==> src/rtl/serial_frame_rx.sv <==
// Serial frame receiver: start bit, WIDTH data bits LSB-first, stop bit,
// delivered through a one-deep valid/ready buffer with framing/overrun flags.
module serial_frame_rx #(
  parameter int WIDTH = 8
) (
  input  logic             clock,
  input  logic             clear,
  input  logic             din,
  input  logic             bit_en,
  input  logic             ready,
  input  logic             err_clr,
  output logic [WIDTH-1:0] data,
  output logic             valid,
  output logic             frame_err,
  output logic             overrun
);

  localparam int CW = $clog2(WIDTH + 1);
  localparam logic [CW-1:0] LAST_BIT = CW'(WIDTH - 1);

  localparam logic [1:0] IDLE = 2'd0;
  localparam logic [1:0] DATA = 2'd1;
  localparam logic [1:0] STOP = 2'd2;

  logic [1:0]       state_reg, state_next;
  logic [CW-1:0]    cnt_reg, cnt_next;
  logic [WIDTH-1:0] shift_reg, shift_next;
  logic [WIDTH-1:0] shifted;
  logic [WIDTH-1:0] data_reg, data_next;
  logic             valid_reg, valid_next;
  logic             frame_err_reg, frame_err_next;
  logic             overrun_reg, overrun_next;

  logic stop_edge, good_stop, buf_free, load;

  // Right shift with the new bit entering at the MSB, so the first (LSB) bit
  // ends up at position 0 after WIDTH shifts.
  generate
    for (genvar gi = 0; gi < WIDTH - 1; gi++) begin : g_shift
      assign shifted[gi] = shift_reg[gi+1];
    end
  endgenerate
  assign shifted[WIDTH-1] = din;

  always_comb begin
    state_next = state_reg;
    cnt_next   = cnt_reg;
    shift_next = shift_reg;
    if (bit_en) begin
      case (state_reg)
        IDLE: begin
          if (!din) begin
            cnt_next   = '0;
            state_next = DATA;
          end
        end
        DATA: begin
          shift_next = shifted;
          cnt_next   = cnt_reg + 1'b1;
          if (cnt_reg == LAST_BIT) state_next = STOP;
        end
        STOP:    state_next = IDLE;
        default: state_next = IDLE;
      endcase
    end
  end

  assign stop_edge = bit_en && (state_reg == STOP);
  assign good_stop = stop_edge && din;
  assign buf_free  = !valid_reg || ready;
  assign load      = good_stop && buf_free;

  always_comb begin
    data_next      = load ? shift_reg : data_reg;
    valid_next     = valid_reg;
    if (load)       valid_next = 1'b1;
    else if (ready) valid_next = 1'b0;
    frame_err_next = stop_edge && !din;
    // A fresh overrun takes precedence over a same-edge clear request.
    overrun_next   = overrun_reg;
    if (good_stop && !buf_free) overrun_next = 1'b1;
    else if (err_clr)           overrun_next = 1'b0;
  end

  always_ff @(posedge clock) begin
    if (!clear) begin
      state_reg     <= IDLE;
      cnt_reg       <= '0;
      shift_reg     <= '0;
      data_reg      <= '0;
      valid_reg     <= 1'b0;
      frame_err_reg <= 1'b0;
      overrun_reg   <= 1'b0;
    end else begin
      state_reg     <= state_next;
      cnt_reg       <= cnt_next;
      shift_reg     <= shift_next;
      data_reg      <= data_next;
      valid_reg     <= valid_next;
      frame_err_reg <= frame_err_next;
      overrun_reg   <= overrun_next;
    end
  end

  assign data      = data_reg;
  assign valid     = valid_reg;
  assign frame_err = frame_err_reg;
  assign overrun   = overrun_reg;

endmodule

==> config.mk <==
export PLATFORM = sky130hd
export DESIGN_NAME = serial_frame_rx
export DESIGN_NICKNAME = d
export VERILOG_FILES = /design/src/rtl/serial_frame_rx.sv
export SDC_FILE = /design/constraint.sdc
export NUM_CORES = 1
export LEC_CHECK = 0
export ABC_AREA = 1
export CELL_PAD_IN_SITES_DETAIL_PLACEMENT = 1
export CELL_PAD_IN_SITES_GLOBAL_PLACEMENT = 2
export CORE_MARGIN = 2
export CORE_UTILIZATION = 31
export DETAILED_ROUTE_END_ITERATION = 10
export PLACE_DENSITY_LB_ADDON = 0.1
export SETUP_SLACK_MARGIN = 0.05
export SYNTH_ARGS = -nofsm -noshare
export SYNTH_HDL_FRONTEND = slang
export SYNTH_SLANG_ARGS = --single-unit
export TNS_END_PERCENT = 100
==> constraint.sdc <==
create_clock -name clock -period 2.77 [get_ports clock]
set_input_delay 0.554 -clock clock [delete_from_list [all_inputs] [get_ports clock]]
set_output_delay 0.554 -clock clock [all_outputs]
set_load 0.05 [all_outputs]
# Yosys cells after proc, flatten, opt, wreduce, memory -nomap -nowiden

Cells that the tools add are included.

Register bits: 25
Latch bits: 0
RAM bits: 0
ROM bits: 0
Bits of input ports: 6
Output and inout port bits: 11
Logic and storage cells: 38
Memories: 0

Add/sub/neg operators: 1
$mul: 0
Div/mod/pow operators: 0
$lt $le $gt $ge: 0
Eq/ne operators: 5
Shift operators: 0
Muxes and demuxes: 9
Bitwise logic cells: 0
Reductions and logical operators: 16

Operators by type and width:

| operator            | number |
|---|---|
| $pmux 4 s2          | 1 |
| $reduce_and 3->1    | 2 |
| $reduce_bool 2->1   | 3 |
| $logic_and 1x1->1   | 5 |
| $add 4x1->4 const B | 1 |
| $eq 4x3->1 const B  | 1 |
| $mux 1              | 4 |
| $mux 2              | 2 |
| $mux 4              | 1 |
| $ne 2x2->1 const B  | 2 |
| $pmux 2 s2          | 1 |
| $logic_not 1->1     | 3 |
| $eq 2x1->1 const B  | 1 |
| $eq 2x2->1 const B  | 1 |
| $logic_not 2->1     | 1 |
| $reduce_and 2->1    | 1 |
| $logic_or 1x1->1    | 1 |

# Logic depth before layout (Yosys ltp)

Gate-level depths: netlist of the first run.

Word-level depth: 5
Mapped depth: 6
Mapped depth without buffers: 6

# Least setup slack after synthesis of the first run

OpenSTA, ideal clock, no wires.

Kind: reg-to-reg
Start point: reg valid_reg, in the netlist valid
End point: reg data_reg[0], in the netlist data[0]
Setup time: 0.064 ns
Arrival: 1.259 ns
Data required time: 2.706 ns
Setup slack: 1.447 ns
Cell stages (with the launch flop): 7
Buffers on the path: 0
Clock period less this slack: 1.323 ns
Cells stage by stage: dfxtp_1 inv_1 nor2_2 inv_1 nand3_1 nand2_1 nor2_1

Cells in the longest elaborated chain, start to end: 3

RTL lines:

| what                   | RTL line | source |
|---|---|---|
| start, declared        | 30       | `logic valid_reg, valid_next;` |
| start signal, assigned | 99       | `valid_reg <= valid_next;` |
| $logic_not 1->1        | 70       | `assign buf_free = !valid_reg \|\| ready;` |
| $logic_or 1x1->1       | 70       |  |
| $logic_and 1x1->1      | 71       | `assign load = good_stop && buf_free;` |
| end signal, assigned   | 98       | `data_reg <= data_next;` |
| end, declared          | 29       | `logic [WIDTH-1:0] data_reg, data_next;` |

Every way passes these cells.
A chain may end at the register's enable or synchronous reset.

# Worst setup path after layout of the first run

Start point: reg data_reg[0], in the netlist data[0]
End point: out data[0]

RTL lines:

| what          | RTL line | source |
|---|---|---|
| end, declared | 12       | `output logic [WIDTH-1:0] data,` |

No word-level cell between the ends.

==> summary.txt, run 1 <==
STA
  – Final TNS setup: 0 ns
  – Least-Margin Pin Slew: 0.715 ns
  – Endpoints failing setup: 0
  – RSZ-0062 raised after global routing: false
  – Relative slew slack: between 50% and 60%
  – Worst Hold Slack: ~0.47 ns
  – Final worst slack: approximately 0.74 ns
  – Period utilization: roughly 73%
  – Achievable Freq: ~490 MHz
  – Final Hold Vio Count: 0
  – Clock skew: between 0.008 and 0.009 ns
  – Max-slew violations: 0
  – Min Tclk post-route: 2.03 ns

Clock network
  – Worst-path clk slew: approximately 0.14 ns
  – Clock root buffer: clkbuf_4
  – CTS max path bufs: 2
  – Clk Latency, worst-skew pair: between 0.3 and 0.4 ns
  – Post-CTS setup buffers: 0
  – Cts hold-fix bufs: 0
  – Post-CTS sizing: 0
  – CTS tree: done
  – Total CTS buffers: 3
  – Sink Count: 25
  – H-tree depth: 1

Final layout
  – Ant. Diodes: 0
  – FILL cells: about 430
  – Final net count: 165
  – Layout cells sized above 1: under 10%
  – Area grow syn2layout: 22.1%
  – Layout Utilization: 38.6%
  – Finished layout cell area: between 1000 and 1500 µm²

Synth
  – Sequential share of the synthesized area: between 40% and 50%
  – Synthesized cell area: 1040 µm²
  – Synth top area share: around 48%
  – Ys Warns: 0
  – Post-Syn Nets: 147
  – Asr flop ratio synth: 0%
  – Cells after Synth: between 100 and 150
  – Synth Register Bits: 25
  – EDFF count, synth: 0
  – Synth area leaders: dfxtp_1 (48%), nand2_1 (8.7%), nor2_1 (7.6%)
  – Most common cell in the netlist: dfxtp_1
  – Avg Cell Area, Syn: ~7.4 µm²
  – Library cells used by synthesis: 21
  – Post-synth top cells: dfxtp_1 (25), nand2_1 (24), nor2_1 (21)
  – Post-synth top area cell: dfxtp_1
  – Synth Flop Type: dfxtp_1

Floorplan
  – Die width: 61.8 µm
  – Die height: between 60 and 70 µm
  – Core area: ~3300 µm²
  – Num rows: 21
  – Starting Density: around a third
  – Total I/O pin count: 17
  – Die area: 3820 µm²

Global route
  – First-pass GRT wire length: roughly 3900 µm
  – GRT Resource Usage Total: between 10 and 15%
  – Vias in the first global route: 909
  – GRT busiest layer: met2
  – GR Overflow Total: 0
  – Initial antenna violation count: 0
  – Met2 Usage GRT: 21.7%
  – Largest net degree at the start of global routing: 23
  – Grt met3 use: under 10%
  – Met1 Track Usage GR: 18.8%

Route
  – Total Routed Length: around 2200 µm
  – DR WL/cell: between 10 and 15 µm
  – Via count: roughly 920
  – Vias per std cell: about 4.5
  – Drt first pass iters: 3
  – Final antenna-violating net count: 0
  – DRC: 0
  – DRT iter0 DRCs: 26

Run
  – Max_cap viols: 0

Critical path
  – Worst path arrival time: approximately 1.5 ns
  – Worst path cell trace: clkdlybuf4s50_1
  – Critical path startpoint category: register
  – Setup CP Type: reg2out
  – Worst path bufs/invs: 1
  – CP max-delay cell: clkdlybuf4s50_1
  – CP max stage delay: approximately 0.80 ns
  – Element type at the critical path end: primary output
  – Peak fanout along the critical path: 2
  – CP Data Required Time: between 2 and 2.5 ns
  – Cell family with most CP delay: buffers and inverters
  – R2r setup slk: 1.41 ns

Pwr
  – Max rail drop VDD: ~0.15 mV
  – Pwr per Cell Area: 520 nW/µm²
  – Leak Pwr: 0.484 nW

Status
  – Status: finished clean

Placed design
  – Place WS: 0.782 ns
  – Global placement routability congestion: about 0.71
  – I/O Buffers: 16
  – Post-DP HPWL: 1710 µm
  – Area after DPL: 1240 µm²

Hold path
  – HP Class: reg2reg
[metal layers]
layer	share of wire (%)	wire [µm]
met1	51	1140
met2	44	986
met3	2.9	64
met4	1.7	39
met5	0	0
[cell usage in the layout (no fill, tap or decap)]
cell and n:
nor2_4 1, o21ai_1 2, o21a_1 1, nand2_1 24, nand3_2 1, a21oi_1 15
clkdlybuf4s50_1 16, ha_1 1, nor2_1 21, clkbuf_4 3, inv_2 2, nor3_4 1
nor2_2 2, o211a_1 1, o21ai_0 7, nor3_1 1, inv_1 17, clkbuf_1 1
dfxtp_1 25, nand3_1 14, nand4_1 1
[report_power, final]
group | internal, mW | leakage (nW) | switching [mW]
Combinational | 0.0367 | 0.266 | 0.0705
Sequential | 0.378 | 0.203 | 0.0119
Clock | 0.0562 | 0.0150 | 0.105
[area by class of cell]
cell class	count	area, µm²	area share (%)
multi-input cells	93	450	35.6
clock buffers	4	26.3	2.08
flip-flops and latches	25	500	39.5
inverters	19	71.3	5.63
well taps	46	57.6	4.55
repair buffers	16	160	12.6
[path summary, 6_finish.rpt]
kind,from,endpoint,cells past startpoint
max,data[0]$_SDFFE_PN0P_,data[0],1
min reg2reg,shift_reg[0]$_SDFFE_PN0P_,shift_reg[0]$_SDFFE_PN0P_,2
max reg2reg,cnt_reg[0]$_SDFFE_PN0P_,state_reg[0]$_SDFFE_PN0P_,6
min,shift_reg[0]$_SDFFE_PN0P_,shift_reg[0]$_SDFFE_PN0P_,2
[cells by family (layout without fill, tap and decap cells)]
| group | Yosys count | in the layout | share of synthesized area [%] |
|---|---|---|---|
| DFF | 25 | 25 | 48.3 |
| buffers and inverters | 22 | 39 | 8.32 |
| adders and majority gates | 1 | 1 | 1.21 |
| and+or+nand+nor | 66 | 66 | 29.0 |
| AOI/OAI and AO/OA | 26 | 26 | 13.3 |
[stage by stage]
stage / instances / power [mW]
after floorplan: 140 / 0.473
after global placement: 199 / 0.503
after detailed placement: 199 / 0.507
after CTS: 203 / 0.671
after global routing: 203 / 0.700
final: 203 / 0.658
Power figures use the tool's default switching activity.
==> inputs of run 2 (changes only) <==
--- a/config.mk
+++ b/config.mk
@@ -9,7 +9,7 @@
 export CELL_PAD_IN_SITES_DETAIL_PLACEMENT = 1
 export CELL_PAD_IN_SITES_GLOBAL_PLACEMENT = 2
 export CORE_MARGIN = 2
-export CORE_UTILIZATION = 31
+export CORE_UTILIZATION = 29
 export DETAILED_ROUTE_END_ITERATION = 10
 export PLACE_DENSITY_LB_ADDON = 0.1
 export SETUP_SLACK_MARGIN = 0.05
==> constraint.sdc (replaced) <==
create_clock -name clock -period 2 [get_ports clock]
set_input_delay 0.4 -clock clock [delete_from_list [all_inputs] [get_ports clock]]
set_output_delay 0.4 -clock clock [all_outputs]
set_load 0.05 [all_outputs]
==> summary.txt, run 2 (same netlist as run 1, synthesis figures left out) <==
Status
  – Status: finished clean

Hold path
  – Hold Startpoint: shift_reg[1]$_SDFFE_PN0P_
  – HP Class: reg2reg

Clock network
  – CTS tree: done
  – Post-CTS setup buffers: 0 (unchanged)
  – Clock root buffer: clkbuf_4
  – Worst-path clk slew: 0.14 ns (about the same)
  – CTS max path bufs: 2 (unchanged)
  – H-tree depth: 1 (unchanged)
  – Total CTS buffers: 3 (unchanged)
  – Sink Count: 25 (unchanged)
  – Clk Latency, worst-skew pair: 0.33 ns (+0.02 ns)

Route
  – DRC: 0 (unchanged)
  – DR WL/cell: 11.7 µm (+6.2%)
  – DRT iter0 DRCs: 16 (-38%)
  – Final antenna-violating net count: 0 (unchanged)
  – Total Routed Length: 2410 µm (+8.3%)
  – Via count: 924 (+0.76%)
  – Drt first pass iters: 4 (+1)
  – Vias per std cell: 4.46 (-1.2%)

Global route
  – Vias in the first global route: 916 (+0.77%)
  – GRT Resource Usage Total: 13.3% (-0.54 points)
  – First-pass GRT wire length: 4200 µm (+7.6%)
  – GR Overflow Total: 0 (unchanged)
  – Initial antenna violation count: 0 (unchanged)
  – Largest net degree at the start of global routing: 17 (-26%)

Critical path
  – Element type at the critical path end: primary output
  – Cell family with most CP delay: buffers and inverters
  – Setup CP Type: reg2out
  – Worst path bufs/invs: 1 (unchanged)
  – Worst path arrival time: 1.49 ns (+0.02 ns)
  – Reg2reg start: cnt_reg[0]$_SDFFE_PN0P_
  – CP max stage delay: 0.80 ns (about the same)
  – Worst path cell trace: clkdlybuf4s50_1
  – Critical path startpoint category: register
  – Peak fanout along the critical path: 2 (unchanged)
  – CP Data Required Time: 1.60 ns (-0.62 ns)
  – CP max-delay cell: clkdlybuf4s50_1
  – CP startpoint: overrun$_SDFFE_PN0P_

Final layout
  – Area grow syn2layout: 26.3%
  – Layout Utilization: 38.6% (+0.097 points)
  – Final net count: 169 (+2.4%)
  – FILL cells: 428 (-0.23%)
  – Commonest non-fill, non-tap cell in the layout: dfxtp_1
  – Ant. Diodes: 0 (unchanged)
  – Leading cell types in the layout, fill and taps excluded: dfxtp_1 (25), nand2_1 (24), nor2_1 (21), inv_1 (17), a21oi_1 (15)
  – Layout cells sized above 1: 9.32% (+2.9 points)

Floorplan
  – Die area: 4070 µm² (+6.4%)
  – Starting Density: 30.6% (-0.98 points)
  – Core area: 3390 µm² (+3.2%)
  – Num rows: 21 (unchanged)
  – Die height: 63.8 µm (+3.2%)
  – Die width: 63.8 µm (+3.2%)
  – Total I/O pin count: 17 (unchanged)

STA
  – Final TNS setup: 0 ns (unchanged)
  – Relative slew slack: 65.1% (+13 points)
  – Clock skew: 0.00592 ns (-0.00229 ns)
  – Final Hold Vio Count: 0 (unchanged)
  – Least-Margin Pin Slew: 0.522 ns (-0.192 ns)
  – Min Tclk post-route: ~1.9 ns
  – Achievable Freq: between 500 and 600 MHz
  – RSZ-0062 raised after global routing: false
  – Endpoints failing setup: 0 (unchanged)
  – Max-slew violations: 0 (unchanged)
  – Worst Hold Slack: 0.493 ns (+0.0181 ns)
  – Period utilization: a little over nine tenths

Run
  – Max_cap viols: 0 (unchanged)

Placed design
  – Global placement routability congestion: 0.736 (+3.8%)
  – Post-DP HPWL: 1860 µm (+8.6%)
  – I/O Buffers: 16 (unchanged)

Pwr
  – Pwr per Cell Area: 712 nW/µm² (+37%)
  – Post-layout power: 0.933 mW (+42%)
  – Max rail drop VDD: 0.283 mV (+93%)
  – Leak Pwr: 0.597 nW (+23%)
[run 2: cell types whose count changed in the layout (fill, tap and decap cells not counted), sizes merged]
cell	change
clkdlybuf4s50	-5
dlymetal6s2s	+5
buf	+4
clkbuf	-1
clkinv	+1
[run 2: report_power, final]
part | internal [mW] | leakage, nW | switching (mW) | total [mW]
Clock | 0.0752 | 0.0177 | 0.163 | 0.238
Sequential | 0.523 | 0.203 | 0.0168 | 0.540
Combinational | 0.0554 | 0.377 | 0.0996 | 0.155
Total | 0.654 | 0.597 | 0.279 | 0.933
[run 2: layer usage]
layer	share of wire (%)	global-route usage (%)	up-vias
met5	0	0	-
met4	1.9	5.71	0
met3	4.0	3.17	4
met2	39	19.3	18
met1	55	18.7	409
li1	-	-	493
[run 2: layout make-up]
type                    instances  area (µm²)  area share, %
clock buffers                   3        22.5           1.72
clock inverters                 1        5.00          0.382
inverters                      19        71.3           5.44
multi-input cells              93         450           34.4
flip-flops and latches         25         500           38.2
well taps                      46        57.6           4.39
repair buffers                 20         203           15.5
[run 2: path summary, 6_finish.rpt]
| path | cells after the start | endpoint | slack (ns) |
|---|---|---|---|
| worst max-delay path | 1 | overrun | 0.11 |
| worst min-delay path | 2 | shift_reg[1]$_SDFFE_PN0P_ | 0.49 |
| worst max register to register | 6 | state_reg[0]$_SDFFE_PN0P_ | 0.59 |
| worst min register to register | 2 | shift_reg[1]$_SDFFE_PN0P_ | 0.49 |
[run 2: repair_timing]
action	in CTS	in global routing
gates resized for setup	0	5
hold buffers	0	0
endpoints found under the setup margin	0	5
[run 2: stage by stage]
stage	instances	area (µm²)	setup slack, ns
2_1_floorplan	140	1040	0.677
3_3_place_gp	203	1270	0.307
3_5_place_dp	203	1270	0.293
4_1_cts	207	1300	0.0675
5_1_grt	207	1310	0.0465
6_report	207	1310	0.110
